===== src/rtl/hazard_ctrl.sv =====
// Decode hazard/flush control: load scoreboard, mul/div occupancy, stretched trap flush; stall/clear act in the same cycle.
// No backpressure of its own; hang is a sticky watchdog flag. HAZARD_PERF_EN adds stall/flush event counters.
`timescale 1ns/1ps
module hazard_ctrl #(
   parameter int FLUSH_CYCLES  = 2,
   parameter int STALL_TIMEOUT = 1023,
   parameter int CNT_W         = 10
) (
   input  logic        clk,
   input  logic        rst_n,
   input  logic        id_valid,
   input  logic [4:0]  id_rs1,
   input  logic [4:0]  id_rs2,
   input  logic        id_use_rs1,
   input  logic        id_use_rs2,
   input  logic        ld_issue,
   input  logic [4:0]  ld_rd,
   input  logic        wb_ld_valid,
   input  logic [4:0]  wb_ld_rd,
   input  logic        md_start,
   input  logic        md_done,
   input  logic        bj_en,
   input  logic        trap_en,
   output logic        stall,
   output logic        clear,
   output logic        md_kill,
   output logic        hang,
   output logic [31:0] perf_stall_cnt,
   output logic [31:0] perf_flush_cnt
);

   localparam int FC_W = (FLUSH_CYCLES > 1) ? $clog2(FLUSH_CYCLES) : 1;
   localparam logic [FC_W-1:0]  FC_LOAD = FC_W'(FLUSH_CYCLES - 1);
   localparam logic [CNT_W-1:0] WD_MAX  = CNT_W'(STALL_TIMEOUT);

   typedef enum logic [1:0] {RUN, MD_BUSY, FLUSH} state_t;

   state_t          state;
   logic [FC_W-1:0] fcnt;
   logic [31:0]     pend;
   logic [31:0]     pend_nxt;
   logic            load_hz;
   logic            stall_c;
   logic            clear_c;
   logic [CNT_W-1:0] wd_cnt;
   logic [CNT_W-1:0] wd_nxt;

   // Set is applied after clear so a same-cycle issue/writeback of one index stays pending.
   always_comb begin
      pend_nxt = pend;
      if (wb_ld_valid) pend_nxt[wb_ld_rd] = 1'b0;
      if (ld_issue)    pend_nxt[ld_rd]    = 1'b1;
      pend_nxt[0] = 1'b0;
   end

   always_ff @(posedge clk or negedge rst_n) begin
      if (!rst_n) pend <= '0;
      else        pend <= pend_nxt;
   end

   assign load_hz = id_valid && ((id_use_rs1 && pend[id_rs1]) || (id_use_rs2 && pend[id_rs2]));

   always_ff @(posedge clk or negedge rst_n) begin
      if (!rst_n) begin
         state <= RUN;
         fcnt  <= '0;
      end else begin
         unique case (state)
            RUN: begin
               if (trap_en) begin
                  state <= FLUSH;
                  fcnt  <= FC_LOAD;
               end else if (md_start) begin
                  state <= MD_BUSY;
               end
            end
            MD_BUSY: begin
               if (trap_en) begin
                  state <= FLUSH;
                  fcnt  <= FC_LOAD;
               end else if (md_done) begin
                  state <= RUN;
               end
            end
            FLUSH: begin
               if (trap_en)           fcnt  <= FC_LOAD;
               else if (fcnt == '0)   state <= RUN;
               else                   fcnt  <= fcnt - FC_W'(1);
            end
            default: state <= RUN;
         endcase
      end
   end

   // Redirects outrank every stall source, so stall and clear are mutually exclusive.
   always_comb begin
      stall_c = 1'b0;
      clear_c = 1'b0;
      if (trap_en || state == FLUSH)        clear_c = 1'b1;
      else if (bj_en)                       clear_c = 1'b1;
      else if (state == MD_BUSY && !md_done) stall_c = 1'b1;
      else if (load_hz)                     stall_c = 1'b1;
   end

   assign stall   = rst_n && stall_c;
   assign clear   = rst_n && clear_c;
   assign md_kill = rst_n && (state == MD_BUSY) && trap_en;

   always_comb begin
      wd_nxt = '0;
      if (stall) wd_nxt = (wd_cnt == WD_MAX) ? wd_cnt : wd_cnt + CNT_W'(1);
   end

   always_ff @(posedge clk or negedge rst_n) begin
      if (!rst_n) begin
         wd_cnt <= '0;
         hang   <= 1'b0;
      end else begin
         wd_cnt <= wd_nxt;
         if (wd_nxt == WD_MAX) hang <= 1'b1;
      end
   end

`ifdef HAZARD_PERF_EN
   logic [31:0] perf_stall_q;
   logic [31:0] perf_flush_q;

   always_ff @(posedge clk or negedge rst_n) begin
      if (!rst_n) begin
         perf_stall_q <= '0;
         perf_flush_q <= '0;
      end else begin
         if (stall)            perf_stall_q <= perf_stall_q + 32'd1;
         if (trap_en || bj_en) perf_flush_q <= perf_flush_q + 32'd1;
      end
   end

   assign perf_stall_cnt = perf_stall_q;
   assign perf_flush_cnt = perf_flush_q;
`else
   assign perf_stall_cnt = 32'h0;
   assign perf_flush_cnt = 32'h0;
`endif

endmodule


===== config.mk =====
export PLATFORM = sky130hd
export DESIGN_NAME = hazard_ctrl
export DESIGN_NICKNAME = d
export VERILOG_FILES = /design/src/rtl/hazard_ctrl.sv
export SDC_FILE = /design/constraint.sdc
export NUM_CORES = 1
export LEC_CHECK = 0
export ABC_AREA = 1
export ABC_CLOCK_PERIOD_IN_PS = 3000
export BUFFER_PORTS_ARGS = -buffer_cell sky130_fd_sc_hd__buf_2
export CAP_MARGIN = 20
export CORE_MARGIN = 4
export CORE_UTILIZATION = 52
export DETAILED_ROUTE_END_ITERATION = 8
export GPL_TIMING_DRIVEN = 1
export PLACE_DENSITY = 0.8
export SYNTH_ARGS = -nofsm -noshare
export SYNTH_HDL_FRONTEND = slang
export SYNTH_SLANG_ARGS = --single-unit

===== constraint.sdc =====
create_clock -name clk -period 3 [get_ports clk]
set_input_delay 0.9 -clock clk [delete_from_list [all_inputs] [get_ports clk]]
set_output_delay 0.9 -clock clk [all_outputs]
set_load 0.02 [all_outputs]

After elaboration in Yosys (flattened, before gate mapping)
Index checks and enable logic that the tools add are counted.
- word-level logic and storage cells: 72
- flip-flop bits (word level): 45
- input bits: 31
- output and inout bits: 68
- bitwise operators: 3
- add/subtract/negate cells: 2
- mux-type cells: 29
- magnitude comparators: 6
- eq/ne operators: 9
- reductions and logical operators: 18
- operators with widths (operator ; number):
    two-way mux 32 bit ; 2
    bitwise AND 32 bit ; 1
    NOT 32 bit ; 1
    bitwise OR 32 bit ; 1
    < comparator 5 x 6 -> 1 bit (second input constant) ; 4
    == test 10 bit (second input constant) ; 2
    two-way mux 10 bit ; 2
    two-way mux 1 bit ; 13
    two-way mux 2 bit ; 6
    adder 10 x 1 -> 10 bit (second input constant) ; 1
    binary-select mux 1 bit (select 5 bit) ; 2
    demux 1 bit (select 5 bit) ; 2
    greater-or-equal comparator 5 x 1 -> 1 bit (second input constant) ; 2
    logical AND 1 bit ; 10
    inequality test 3 bit (second input constant) ; 2
    case mux 2 bit (3 select lines) ; 1
    inequality test 2 bit (second input constant) ; 2
    AND reduction 4 bit ; 1
    == test 2 x 1 -> 1 bit (second input constant) ; 1
    == test 2 bit (second input constant) ; 1
    zero test 2 bit ; 1
    logical OR 1 bit ; 2
    inequality test 2 x 1 -> 1 bit (second input constant) ; 1
    case mux 1 bit (2 select lines) ; 1
    5 further kinds ; 5

Depth between registers and ports, before layout
Gate-level depths: netlist of run 1.
- word-level depth: 12
- mapped depth: 14
- depth with buffers taken out: 13

Least setup slack after synthesis of run 1
Ideal clock, no wire load.
- path kind: input to output
- start: input id_rs1[0]
- end: output stall
- setup slack: 0.052 ns
- data required time: 2.100 ns
- arrival time: 2.048 ns
- buffers on the path: 2
- cell stages on the path: 13
- cells stage by stage: buf_4 > buf_4 > nand2_1 > nand3_1 > nand3_1 > nand3_1 > nand3_1 > nand3_1 > nand2_1 > nand2_1 > nand2_2 > nand2_2 > inv_1
- word-level cells in the longest chain between the ends: 10
- ends and longest elaborated chain (what ; line ; text):
    start: declaration ; 12 ; input logic [4:0] id_rs1,
    binary-select mux 1 bit (select 5 bit) ; 61 ; assign load_hz = id_valid && ((id_use_rs1 && pend[id_rs1]) || (id_use_rs2 && pend[id_rs2]));
    two-way mux 1 bit (not written as such) ; 61 ;
    logical AND 1 bit ; 61 ;
    logical OR 1 bit ; 61 ;
    logical AND 1 bit ; 61 ;
    two-way mux 1 bit ; 102 ; else if (load_hz) stall_c = 1'b1;
    two-way mux 1 bit ; 101 ; else if (state == MD_BUSY && !md_done) stall_c = 1'b1;
    two-way mux 1 bit ; 100 ; else if (bj_en) clear_c = 1'b1;
    two-way mux 1 bit ; 99 ; if (trap_en || state == FLUSH) clear_c = 1'b1;
    logical AND 1 bit ; 105 ; assign stall = rst_n && stall_c;
    end: declaration ; 24 ; output logic stall,
No other way between the ends. The select of a mux whose other input is x is not followed.

Worst setup path after layout of run 1
Ends and elaborated chain as after synthesis.

==> flow_summary.toml, run 1 <==
[floorplan]
start_util_pct = 54.64
coreArea_um2 = 6061
rows = 28
ios = 99
die_y_um = 87.81
die_area_um2 = 7710
die-width_um = 87.81

[power_and_ir_drop]
p_leak_nw = 1.858
worst_ir_drop_vdd_mv = 0.3518
power.density_nw_per_um2 = 469.2
p_int_mw = 1.047
swShare_pct = 38.13
clkPwrFrac_pct = 21.0
pwr-share-comb_pct = 31.5
p_seq_share_pct = 47.4
netSwitchingPower_uw = 645.2

[clock_network]
postCtsSetupRepairBufs = 0
cts_buffer_depth = 2
cts_root_buf = "clkbuf_8"
cts.htree.levels = 2
cts_tree = "done"
cts_buffers = 5
cts.sinks = 45
clkLatencyLatePin_ns = 0.30
clkTransAtPathRegs_ns = 0.08

[worst_setup_path]
r2r-end = "hang"
reg2reg_slack_ns = 1.02
crit_chain = "buf_6 -> buf_6 -> nand2_1 -> nand3_1 -> nand3_1 -> nand3_1 -> nand3_1 -> nand3_2 -> nand2_2 -> nand2_2 -> nand2_2 -> nand2_2 -> inv_2 -> buf_6"
required_ns = 2.10
crit_path_top_delay_cell = "buf_6"
r2r-start = "wd_cnt[0]"
cp-start-kind = "input port"
path_delay_family = "simple AND/OR/NAND/NOR gates"
path_class = "in2out"
reg2regPathDepth = 10
crit_buf_inv = 4
crit_arrival_ns = 2.05
slowest_delay_ns = 0.13
setup.worst_path.end_class = "primary output"
critPathMaxFanout = 7

[layout]
diodes = 0
syn_to_final_growth_pct = 8.916
fin_area_um2 = 3607
ff_latch_area_um2 = 1126
multi_input_area_um2 = 1720
instances_no_fill = 589
fin_nets = 545
fin_util_pct = 59.52
fillers = 564
drive_gt1_share_pct = 17.12

[timing]
final_hold_viol_count = 0
fin_crit_sh_pct = 98.41
finClkSkew_ns = 0.008474
worst_pin_slew_ns = 0.5647
drv_slew = 0
max_freq_ghz = 0.3387
grt_setup_unrepaired = "yes"
whs_ns = 0.5184
maxSlewHeadroom_pct = 62.35
setup_viol = 0
finalCriticalPeriod_ns = 2.952
fin_ws_ns = 0.04781

[outcome]
status = "finished, final reports clean"

[routing]
drt_wl_total_um = 8221
first_iter_violations = 203
antenna_left = 0
routedWlPerCell_um = 13.96
vias = 3090
routed_via_density = 5.246
drc = 0
first_pass_iters = 5

[logic_synthesis]
syn_area_um2 = 3312
avgSynthCellArea_um2 = 7.062
synth-seq-area-share_pct = 34.00
ys_ff_latch = 45
synth_top_area_share_pct = 34.00
synth-async-reset-ratio_pct = 100.0
synthTopCellsByArea = "dfrtp_1 (34%), buf_4 (15%), nand3_1 (13%), o21ai_0 (10%), nand2_1 (9.5%)"
yosys.area.top_type = "dfrtp_1"
ys_warn_count = 0
synth-xor-area-share_pct = 0.7934
synth.most_common_cell = "nand3_1"
syn_inst = 469
synth_compound_area_share_pct = 12.47
synth_top_family_by_area = "simple AND/OR/NAND/NOR gates"
synthMuxAreaShare_pct = 0
synthFlopType = "dfrtp_1"
synth-simple-area-share_pct = 28.33
synth-edff-count = 0
synth_cell_type_count = 33
synth_fa_ha_area_share_pct = 0.3778
synth_top_cells_by_count = "nand3_1 (86), nand2_1 (84), o21ai_0 (67), buf_4 (66), inv_1 (64)"

[placement]
io_buffers = 34
dpl_worst_slack_ns = -0.07906
place_congestion = 0.8966
post-dp-hpwl_um = 6257
dpl_cell_area_um2 = 3343
dp.cells = 579

[flow_run]
maxCapViolCount = 0

[global_route]
grt.total_usage_pct = 21.23
grt_pass1_vias = 2754
grt-ovfl-total = 0
grt_max_degree = 46
antenna_found_initial = 0
grt_pass1_wl_um = 13030

[hold_path]
hold_path_depth = 2
min_to = "pend[3]"
hold_path.class = "reg2reg"
min_from = "pend[3]"
-- area by class of cell --
class                           instances  area share [%]
Clock buffer                            6           2.012
Clock inverter                          2          0.2775
Inverter                               66           7.215
Multi-Input combinational cell        349           47.69
Sequential cell                        45           31.22
Tap cell                               75           2.601
Timing Repair Buffer                   46           8.984
-- worst min-delay path, cell delays in order, from the launching register on --
cell and delay (ns):
dfrtp_1 0.34, o21ai_0 0.07, o21ai_0 0.07
-- power groups by stage --
stage               logic [mW]  registers, mW  clock network [mW]
finish                   0.533          0.803               0.356
global route             0.603          0.812               0.383
CTS                      0.500          0.796               0.360
detailed placement       0.483          0.808                   0
global placement         0.474          0.800                   0
floorplan                0.425          0.772                   0
-- registers in the layout, summed over array words and instances (netlist names) --
| name | flops |
|---|---|
| state | 2 |
| hang | 1 |
| fcnt | 1 |
| wd_cnt | 10 |
| pend | 31 |
-- how the worst max path moves through the flow --
stage / from / to / slack [ns] / cells past startpoint
2_1_floorplan: id_rs1[0] / stall / 0.05 / 13
3_3_place_gp: id_rs1[0] / stall / -0.09 / 13
3_5_place_dp: id_rs2[0] / stall / -0.08 / 15
4_1_cts: id_rs1[0] / stall / 0.02 / 13
5_1_grt: id_rs1[0] / stall / -0.04 / 14
6_report: id_rs1[0] / stall / 0.05 / 14
-- through the flow --
stage	TNS (ns)	total power, mW
floorplan	0	1.197
global placement	-0.08774	1.274
detailed placement	-0.07906	1.291
CTS	0	1.656
global route	-0.04086	1.798
finish	0	1.692
-- what timing repair did --
action / 4_1_cts / 5_1_grt
endpoints found under the setup margin: 1 / 1
pin swaps: 11 / 25
gates cloned: 2 / 0
hold buffers: 0 / 0
gates resized for setup: 24 / 25
endpoints found under the hold margin: 0 / 0
-- cell families (layout without fill, tap and decap cells) --
group,after synthesis,in the layout
AO/OA/AOI/OAI,78,78
XOR/XNOR,3,3
adder cells (fa/ha/maj),1,1
buffers and inverters,138,120
flip-flops,45,45
other,1,64
AND/OR/NAND/NOR,203,203
-- layer usage --
metal | vias to the layer above | routed length [µm] | track usage, %
met5 | - | 0 | 0
li1 | 1489 | - | -
met4 | 0 | 86 | 4.881
met2 | 161 | 3887 | 35.21
met3 | 8 | 737 | 3.198
met1 | 1432 | 3510 | 29.41
-- placed cells by master, fill, tap and decap left out, types with 2 or more instances in the layout --
cell	n
nor2_4	2
o21ai_0	67
nor2_1	17
clkinv_2	2
nand2_2	7
buf_4	6
dfrtp_1	45
nand3_1	72
nand2_1	79
inv_1	61
buf_2	30
conb_1	64
xnor2_1	2
buf_8	2
nand4_1	2
a31oi_1	2
nor3_1	3
inv_6	2
a21oi_1	3
buf_6	7
clkbuf_8	5
inv_2	2
nand3_2	15
No activity file was read; power rests on OpenSTA's default activity.
==> run 2: changes to the inputs <==
- ABC_AREA: 1 -> 0
- PLACE_DENSITY: 0.8 -> 0.81
==> run 2 against run 1 <==
Against the previous run:
- the run now ends with setup timing left
- sequential share of layout area grew 2.1 points
- die area is 5.3% lower
- wire length is 12% lower
- maximum frequency down 17%
- clock-buffer cell count is 1 higher
- flip-flop and latch count did not move
- critical path depth decreased by 5
- total power is 3.6% lower
- clock skew shrank 0.0019 ns
- register-to-register slack worse by 0.55 ns
- largest power group unchanged
==> flow_summary.toml, run 2 <==
[timing]
drv_slew = 0
max_freq_ghz = 0.2813
finalCriticalPeriod_ns = 3.554
setup_viol = 1
fin_crit_sh_pct = 118.5
whs_ns = 0.4602
finClkSkew_ns = 0.006598
final_hold_viol_count = 0
grt_setup_unrepaired = "yes"
finalSetupTns_ns = -0.5544
fin_ws_ns = -0.5544

[floorplan]
die-width_um = 85.47
coreArea_um2 = 5675
start_util_pct = 54.98
rows = 27
die_area_um2 = 7304
ios = 99
die_y_um = 85.47

[logic_synthesis]
syn_inst = 330
avgSynthCellArea_um2 = 9.456
synth_top_cells_by_count = "buf_4 (64), o21ai_0 (63), dfrtp_1 (45), nor2_1 (19), nand3b_1 (12)"
synth_top_area_share_pct = 36.09
synth-async-reset-ratio_pct = 100.0
ys_warn_count = 0
synth-edff-count = 0
synth-seq-area-share_pct = 36.09
syn_area_um2 = 3120
synth.most_common_cell = "buf_4"
synthTopCellsByArea = "dfrtp_1 (36%), buf_4 (15%), o21ai_0 (10%), mux4_2 (7.9%), mux2i_1 (2.9%)"
synthFlopType = "dfrtp_1"
synth_cell_type_count = 42
yosys.area.top_type = "dfrtp_1"
ys_ff_latch = 45

[routing]
drc = 0
vias = 2582
antenna_left = 0
routed_via_density = 5.700
drt_wl_total_um = 7263
first_iter_violations = 159
first_pass_iters = 4
routedWlPerCell_um = 16.03

[hold_path]
min_from = "hang"
hold_path.class = "reg2reg"

[layout]
drive_gt1_share_pct = 23.10
syn_to_final_growth_pct = 8.260
most-common-layout-cells = "conb_1 (64), o21ai_0 (63), dfrtp_1 (45)"
fin_nets = 413
largest_register_ffs = 31
fillers = 472
top_regs = "pend: 31 flops, wd_cnt: 10 flops, state: 2 flops"
fin_util_pct = 59.52
regMostFlops = "pend"
diodes = 0
final_common_cell = "conb_1"
fin_area_um2 = 3378

[worst_setup_path]
crit_arrival_ns = 2.65
required_ns = 2.10
setup.worst_path.end_class = "primary output"
crit_top_cell = "o311a_1"
r2r-start = "wd_cnt[0]"
crit_path_top_delay_cell = "mux4_2"
crit_chain = "buf_12 -> mux2_4 -> mux4_2 -> o311a_1 -> o311a_1 -> nor3_2 -> buf_4 -> inv_4 -> buf_6"
path_class = "in2out"
startpoint = "id_rs2[2]"
slowest_delay_ns = 0.47
critPathMaxFanout = 5
cp-start-kind = "input port"
reg2reg_slack_ns = 0.47

[clock_network]
cts_tree = "done"
cts_buffers = 5
clkTransAtPathRegs_ns = 0.08
clkLatencyLatePin_ns = 0.30
cts.htree.levels = 2
cts_hold_buffers = 0
cts.sinks = 45
cts_root_buf = "clkbuf_8"
cts_buffer_depth = 2
postCtsSetupRepairBufs = 0

[global_route]
grt-ovfl-total = 0
grt_max_degree = 47
grt.total_usage_pct = 20.55
grt_pass1_wl_um = 11900
antenna_found_initial = 0
grt_pass1_vias = 2469

[power_and_ir_drop]
p_leak_nw = 1.528
power.density_nw_per_um2 = 483.0
power.total_mw = 1.632
worst_ir_drop_vdd_mv = 0.2856

[flow_run]
maxCapViolCount = 0

[placement]
dpl_cell_area_um2 = 3238
place_congestion = 0.8658
io_buffers = 34
post-dp-hpwl_um = 5492

[outcome]
violations = "setup timing"
status = "finished, violations left"
run 2: worst max-delay path, delay by kind of cell:
family / cells / cell delay (ns)
buf+inv: 4 / 0.43
mux: 2 / 0.75
compound gates: 2 / 0.44
simple gates: 1 / 0.12
run 2: power by group:
group          total [mW]  internal, mW  switching [mW]
Combinational       0.457         0.210           0.247
Sequential          0.803         0.710          0.0929
Clock               0.371         0.183           0.189
Total                1.63          1.10           0.528
run 2: logic make-up (layout without fill, tap and decap cells):
family          Yosys count  after routing  share of synthesized area, %
other cells               1             64                        0.1202
compound gates           85             85                         15.08
xor+xnor                  6              6                         1.684
buf+inv                  81             69                         18.12
flops                    45             45                         36.09
mux                      27             27                         13.35
fa+ha+maj                 1              1                        0.4009
simple gates             84             84                         15.16
run 2: per-layer routing:
metal	vias to the layer above	track usage, %	share of wire [%]
met3	9	5.243	12
met4	0	6.331	1.4
met1	1250	28.38	41
met2	159	31.78	45
met5	-	0	0
li1	1164	-	-
run 2: area by class of cell:
type | count | area (µm²) | area share [%]
clock buffers | 7 | 86.33 | 2.556
inverters | 7 | 28.78 | 0.8519
multi-input cells | 267 | 1688 | 49.96
flip-flops and latches | 45 | 1126 | 33.33
well taps | 72 | 90.09 | 2.667
repair buffers | 55 | 359.1 | 10.63
run 2: metrics by stage:
step           worst slack, ns  cells
2_1_floorplan          -0.5071    393
3_3_place_gp           -0.6585    446
3_5_place_dp           -0.6741    446
4_1_cts                -0.5640    453
5_1_grt                -0.6270    453
6_report               -0.5544    453
run 2: repair_timing:
item | 4_1_cts | 5_1_grt
setup endpoints to repair | 1 | 2
resized for setup | 12 | 2
cloned | 0 | 0
pin swaps | 2 | 0
endpoints found under the hold margin | 0 | 0
run 2: worst paths after layout:
kind | to | cells after the start
setup / recovery | stall | 9
hold reg to reg | hang | 2
min in group asynchronous | state[1] | 3
hold / removal | hang | 2
setup reg to reg | hang | 7
max in group asynchronous | pend[9] | 3
